==> src/rtl/key_debouncer_pkg.sv <==
// key_pkg: shared register map and event-bit layout for the key debouncer.
//   ADDR_*        : register selects, decoded from byte address bits [3:2]
//   PRESS_LSB     : first bit of the press-event field in EVENTS / IRQ_EN
//   RELEASE_LSB   : first bit of the release-event field in EVENTS / IRQ_EN
//   pack_events() : places per-key press/release vectors into a 32-bit word
package key_pkg;

  localparam logic [1:0] ADDR_STATE  = 2'd0;
  localparam logic [1:0] ADDR_EVENTS = 2'd1;
  localparam logic [1:0] ADDR_IRQ_EN = 2'd2;
  localparam logic [1:0] ADDR_INFO   = 2'd3;

  localparam int PRESS_LSB   = 0;
  localparam int RELEASE_LSB = 8;

  function automatic logic [31:0] pack_events(input logic [7:0] press,
                                              input logic [7:0] rel);
    return (32'(press) << PRESS_LSB) | (32'(rel) << RELEASE_LSB);
  endfunction

endpackage

==> src/rtl/key_debounce_channel.sv <==
// key_debounce_channel: one key's synchroniser, polarity normalisation and
// stability counter.
//   clk, nreset : peripheral clock, asynchronous active-low reset
//   key_raw     : raw button pin, asynchronous to clk
//   clean       : debounced level, 1 = pressed
//   rise, fall  : one-cycle pulses, combinational, high on the cycle the
//                 counter accepts a new pressed / released level
module key_debounce_channel #(
  parameter int DEBOUNCE_CYCLES = 480_000,
  parameter int ACTIVE_LOW      = 1
) (
  input  logic clk,
  input  logic nreset,
  input  logic key_raw,
  output logic clean,
  output logic rise,
  output logic fall
);

  localparam int               CNT_W      = $clog2(DEBOUNCE_CYCLES);
  localparam logic             IDLE_LEVEL = (ACTIVE_LOW != 0);
  localparam logic [CNT_W-1:0] CNT_LAST   = CNT_W'(DEBOUNCE_CYCLES - 1);

  logic             sync_p0;
  logic             sync_p1;
  logic             pressed_p1;
  logic [CNT_W-1:0] cnt_p2;
  logic             clean_p2;
  logic             accept;

  // Stage p0/p1: two-flop synchroniser, parked at the released pin level
  always_ff @(posedge clk or negedge nreset) begin
    if (!nreset) begin
      sync_p0 <= IDLE_LEVEL;
      sync_p1 <= IDLE_LEVEL;
    end else begin
      sync_p0 <= key_raw;
      sync_p1 <= sync_p0;
    end
  end

  assign pressed_p1 = sync_p1 ^ IDLE_LEVEL;
  assign accept     = (pressed_p1 != clean_p2) && (cnt_p2 == CNT_LAST);

  // Stage p2: stability counter; any sample matching the current clean
  // level restarts the count, so only an unbroken run is accepted
  always_ff @(posedge clk or negedge nreset) begin
    if (!nreset) begin
      cnt_p2   <= '0;
      clean_p2 <= 1'b0;
    end else if (pressed_p1 != clean_p2) begin
      if (accept) begin
        clean_p2 <= pressed_p1;
        cnt_p2   <= '0;
      end else begin
        cnt_p2   <= cnt_p2 + CNT_W'(1);
      end
    end else begin
      cnt_p2 <= '0;
    end
  end

  assign clean = clean_p2;
  assign rise  = accept &  pressed_p1;
  assign fall  = accept & ~pressed_p1;

endmodule

==> src/rtl/key_debouncer.sv <==
// key_debouncer: debounces NUM_KEYS push-buttons and exposes them over APB.
//   clk, nreset        : peripheral clock, asynchronous active-low reset
//   keys_raw           : raw button pins
//   keys_clean         : debounced keys, 1 = pressed
//   irq                : level interrupt, registered |(EVENTS & IRQ_EN)
//   apb_P*             : APB slave, zero wait states, PRDATA decoded
//                        combinationally from PADDR[3:2]
// Registers: 0x0 STATE (RO), 0x4 EVENTS (W1C), 0x8 IRQ_EN (RW), 0xC INFO (RO)
module key_debouncer
  import key_pkg::*;
#(
  parameter int NUM_KEYS        = 2,
  parameter int DEBOUNCE_CYCLES = 480_000,
  parameter int ACTIVE_LOW      = 1
) (
  input  logic                clk,
  input  logic                nreset,
  input  logic [NUM_KEYS-1:0] keys_raw,
  output logic [NUM_KEYS-1:0] keys_clean,
  output logic                irq,
  input  logic [3:0]          apb_PADDR,
  input  logic                apb_PSEL,
  input  logic                apb_PENABLE,
  output logic                apb_PREADY,
  input  logic                apb_PWRITE,
  input  logic [31:0]         apb_PWDATA,
  output logic [31:0]         apb_PRDATA
);

  localparam logic [31:0] INFO_WORD = {16'(DEBOUNCE_CYCLES >> 4),
                                       8'(ACTIVE_LOW), 8'(NUM_KEYS)};

  logic [NUM_KEYS-1:0] rise;
  logic [NUM_KEYS-1:0] fall;
  logic [NUM_KEYS-1:0] press_evt;
  logic [NUM_KEYS-1:0] release_evt;
  logic [NUM_KEYS-1:0] press_en;
  logic [NUM_KEYS-1:0] release_en;
  logic [NUM_KEYS-1:0] wr_press;
  logic [NUM_KEYS-1:0] wr_release;
  logic [1:0]          reg_sel;
  logic                wr_en;
  logic                unused_apb;

  for (genvar i = 0; i < NUM_KEYS; i++) begin : g_key
    key_debounce_channel #(
      .DEBOUNCE_CYCLES (DEBOUNCE_CYCLES),
      .ACTIVE_LOW      (ACTIVE_LOW)
    ) u_chan (
      .clk     (clk),
      .nreset  (nreset),
      .key_raw (keys_raw[i]),
      .clean   (keys_clean[i]),
      .rise    (rise[i]),
      .fall    (fall[i])
    );
  end

  assign reg_sel    = apb_PADDR[3:2];
  assign wr_en      = apb_PSEL & apb_PENABLE & apb_PWRITE;
  assign wr_press   = apb_PWDATA[PRESS_LSB +: NUM_KEYS];
  assign wr_release = apb_PWDATA[RELEASE_LSB +: NUM_KEYS];
  assign apb_PREADY = 1'b1;
  assign unused_apb = ^{apb_PADDR[1:0], apb_PWDATA};

  // Event/enable registers: the hardware set is OR-ed in after the W1C mask
  // so an event arriving in the clearing cycle survives
  always_ff @(posedge clk or negedge nreset) begin
    if (!nreset) begin
      press_evt   <= '0;
      release_evt <= '0;
      press_en    <= '0;
      release_en  <= '0;
      irq         <= 1'b0;
    end else begin
      if (wr_en && reg_sel == ADDR_EVENTS) begin
        press_evt   <= (press_evt   & ~wr_press)   | rise;
        release_evt <= (release_evt & ~wr_release) | fall;
      end else begin
        press_evt   <= press_evt   | rise;
        release_evt <= release_evt | fall;
      end
      if (wr_en && reg_sel == ADDR_IRQ_EN) begin
        press_en   <= wr_press;
        release_en <= wr_release;
      end
      irq <= |((press_evt & press_en) | (release_evt & release_en));
    end
  end

  always_comb begin
    apb_PRDATA = '0;
    case (reg_sel)
      ADDR_STATE:  apb_PRDATA = 32'(keys_clean);
      ADDR_EVENTS: apb_PRDATA = pack_events(8'(press_evt), 8'(release_evt));
      ADDR_IRQ_EN: apb_PRDATA = pack_events(8'(press_en), 8'(release_en));
      default:     apb_PRDATA = INFO_WORD;
    endcase
  end

endmodule
==> config.mk <==
export PLATFORM = sky130hd
export DESIGN_NAME = key_debouncer
export DESIGN_NICKNAME = d
export VERILOG_FILES = /design/src/rtl/key_debouncer_pkg.sv /design/src/rtl/key_debounce_channel.sv /design/src/rtl/key_debouncer.sv
export SDC_FILE = /design/constraint.sdc
export NUM_CORES = 1
export LEC_CHECK = 0
export CAP_MARGIN = 20
export CORE_ASPECT_RATIO = 1.25
export CORE_UTILIZATION = 43
export DETAILED_ROUTE_END_ITERATION = 10
export HOLD_SLACK_MARGIN = 0.03
export PLACE_DENSITY_LB_ADDON = 0.25
export SLEW_MARGIN = 30
export SYNTH_ARGS = -nofsm -noshare
export SYNTH_HDL_FRONTEND = slang
export SYNTH_SLANG_ARGS = --single-unit
==> constraint.sdc <==
create_clock -name clk -period 1.7 [get_ports clk]
set_input_delay 0.34 -clock clk [delete_from_list [all_inputs] [get_ports clk]]
set_output_delay 0.34 -clock clk [all_outputs]
set_load 0.1 [all_outputs]
==> flow_summary.yaml, run 1 <==
status:
  outcome: "finished, violations left"
  failed_checks: "negative setup slack"
drt:
  wl_met2_microns: 2970
  detail_route.vias_per_cell: 4.96
  detail_route.first_pass.iterations: 5
  dr.first_iter.drc_count: 80
  final_antenna_net_count: 0
  m1WireLength_microns: 2500
  route.top_layer_used: "met4"
  drc: 0
  route.detailed.wl_per_inst_microns: 13.0
  vias: 2176
  met3RoutedLength_microns: 163
  drt_wl_total_microns: 5720
layout:
  final_cell_mix: "buf_4 (48), dfrtp_1 (47), nor2_1 (38)"
  ratio_of_cells_with_drive_above_1_in_the_final_layout_pct: 30.5
  final_design_area_no_fill_sq_um: 3730
  n_antenna_cell: 0
  layout.cells.most_common: "buf_4"
  fillCellCount: 566
  synthToLayoutAreaGrowth_pct: 31.2
  finish.net_count: 398
setup_path:
  critical_path.reg2reg.endpoint: "g_key[1].u_chan.clean"
  timing.rr.start: "g_key[1].u_chan.cnt_p2[15]"
  cp_max_fo: 2
  startpoint_type: "flop"
  worstSetupStartpoint: "g_key[1].u_chan.clean"
  data_required_time_at_the_worst_endpoint_ns: 1.36
  crit_path_dat_ns: 1.37
  worst-setup-path-type: "reg2out"
  rr_worst_depth: 4
  timing.critical_path.to_type: "output port"
  rrSetupSlack_ns: 0.06
sta:
  final_hold_viol_count: 0
  setup_viol: 1
  fin_tns_setup_ns: -0.0145
  relative_slew_slack_pct: 64.0
  max_freq_ghz: 0.583
  skew_ns: 0.0129
  fin_ws_ns: -0.0145
  min_period_ns: 1.71
  worst-slew-pin-transition_ns: 0.541
  drv_slew: 0
  setup_repair_after_global_routing_missed_its_margin: "true"
  layout_worst_path_cycle_share_pct: 101
synthesis:
  synth_ff_type: "dfrtp_1"
  synth.ff_latch_count: 53
  synthesis.area_per_instance_sq_um: 9.87
  synth_warnings: 0
  yosysUniqueCellTypes: 44
  netlist_instances: 288
  yosysSeqAreaShare_pct: 46.9
  synth-edff-count: 0
  synth_area_sq_um: 2840
  ys_async_sr_fraction_pct: 100
clocking:
  htreeDepth: 2
  clock-root-buffer: "clkbuf_8"
  clk_latency_ns: 0.31
  clk_pin_slew_worst_paths_ns: 0.10
  cts_max_path_buffers: 2
  tritoncts_buffer_count: 5
  clock_sink_count: 53
  cts_tree: "built"
die:
  initial_standard_cell_utilization_of_the_core_pct: 45.2
  die_y_microns: 92.9
  rows: 32
  core-area_sq_um: 6290
  chipWidth_microns: 74.7
  die_area_sq_um: 6940
  ioPinCount: 79
global_routing:
  via_count_of_the_first_global_routing_pass: 2231
  overflow: 0
  grt_max_degree: 24
  grt_usage_pct: 18.2
  antenna_found_initial: 0
  first_pass_grt_wire_length_microns: 9630
pwr:
  p_leak_nw: 1.63
  power.ir.vdd_worst_mv: 0.462
  power_mw: 2.86
  pwr_density_cell_nw_per_um2: 766
placement:
  placement.cell_area_sq_um: 3540
  gp_congestion: 0.846
  hpwlAfterDp_microns: 4220
  placement.setup.worst_slack_ns: -0.183
  buffer_ports.inserted: 26
min_path:
  whs_endpoint: "g_key[0].u_chan.sync_p1"
  timing.hold.worst.start: "g_key[0].u_chan.sync_p0"
  worst_hold_path.num_cells: 0
  holdCritPathClass: "reg2reg"
flow_run:
  max-cap-violations: 0
[worst max path at each step]
stage	end
finish	apb_PRDATA[1]
global route	apb_PRDATA[1]
CTS	apb_PRDATA[1]
detailed placement	apb_PRDATA[0]
global placement	apb_PRDATA[0]
floorplan	apb_PRDATA[0]
[metal layers]
| layer | global-route usage [%] | vias to the layer above |
|---|---|---|
| met5 | 0 | - |
| met4 | 6.60 | 0 |
| met3 | 3.70 | 5 |
| met2 | 31.8 | 45 |
| met1 | 21.4 | 1061 |
| li1 | - | 1065 |
[worst max-delay path, cell delays in order (launching register included)]
cell and delay (ns):
dfrtp_2 0.42, nor2b_4 0.13, a211oi_2 0.18, buf_4 0.14, a21oi_4 0.03, buf_12 0.16
[cells in the mapped netlist (3+ instances only)]
master	number	area (sq um)
nor2_1	40	150
nand2_1	15	56.3
inv_1	9	33.8
dfrtp_1	49	1230
xnor2_1	17	149
clkbuf_1	3	11.3
dfstp_2	4	105
and3_1	3	18.8
nor4_1	5	31.3
and2_1	3	18.8
or3_1	3	18.8
nand4_1	13	81.3
nor2b_1	3	18.8
buf_4	32	240
xor2_1	13	114
mux2_2	5	56.3
a21oi_1	7	35.0
nor3_1	4	20.0
o21ai_0	6	30.0
nand3_1	12	60.1
and4_1	9	78.8
[flip-flops by register name (all words and copies together) (netlist names)]
name	flops
g_key.u_chan.sync_p0	2
g_key.u_chan.clean	2
release_evt	2
press_en	2
release_en	2
g_key.u_chan.cnt_p2	38
irq	1
g_key.u_chan.sync_p1	2
press_evt	2
[stage by stage]
step                      hold WS [ns]  instances  utilization (%)
final                            0.363        439             59.3
after global routing             0.369        439             59.3
after CTS                        0.365        435             57.9
after detailed placement         0.349        425             56.3
after global placement           0.346        425             56.3
after floorplan                 0.0444        308                -
[kinds of logic (layout without fill, tap and decap cells)]
logic type	count (synthesis)	in the layout	synth area share, %
adders and majority gates	2	2	0.881
DFF	53	53	46.9
and+or+nand+nor	123	123	24.0
muxes	6	6	2.33
xor gates and xnor gates	30	30	9.25
other	2	22	0.264
buffers and inverters	47	93	10.6
AOI/OAI and AO/OA	25	25	5.81
[power breakdown]
part           switching [mW]  total, mW  internal, mW
clock                   0.419      0.712         0.293
combinational           0.550      0.773         0.224
sequential             0.0518       1.37          1.32
total                    1.02       2.86          1.84
[area by class of cell]
type | instances | area, sq um | share of cell area (%)
Clock buffer | 7 | 76.3 | 2.05
Clock inverter | 1 | 7.51 | 0.201
Inverter | 9 | 33.8 | 0.906
Multi-Input combinational cell | 208 | 1390 | 37.3
Sequential cell | 53 | 1330 | 35.8
Tap cell | 85 | 106 | 2.85
Timing Repair Buffer | 76 | 779 | 20.9
[timing repair]
| item | 4_1_cts | 5_1_grt |
|---|---|---|
| buffers inserted | 1 | 4 |
| pin swaps | 1 | 2 |
| hold endpoints to repair | 16 | 0 |
| endpoints found under the setup margin | 11 | 24 |
| hold buffers | 1 | 0 |
| gates resized for setup | 4 | 16 |
Power figures use the tool's default switching activity.
==> inputs of run 2 (changes only) <==
--- a/config.mk
+++ b/config.mk
@@ -8,6 +8,7 @@
 export CAP_MARGIN = 20
 export CORE_ASPECT_RATIO = 1.25
 export CORE_UTILIZATION = 43
+export CTS_CLUSTER_SIZE = 12
 export DETAILED_ROUTE_END_ITERATION = 10
 export HOLD_SLACK_MARGIN = 0.03
 export PLACE_DENSITY_LB_ADDON = 0.25
==> results of run 2 <==
Same layout as run 1: the final DEF is identical, and so are final timing and power.
==> inputs of run 3 (changes only) <==
--- a/config.mk
+++ b/config.mk
@@ -12,7 +12,6 @@
 export DETAILED_ROUTE_END_ITERATION = 10
 export HOLD_SLACK_MARGIN = 0.03
 export PLACE_DENSITY_LB_ADDON = 0.25
-export SLEW_MARGIN = 30
 export SYNTH_ARGS = -nofsm -noshare
 export SYNTH_HDL_FRONTEND = slang
 export SYNTH_SLANG_ARGS = --single-unit
==> results of run 3 <==
Same layout as run 1: the final DEF is identical, and so are final timing and power.
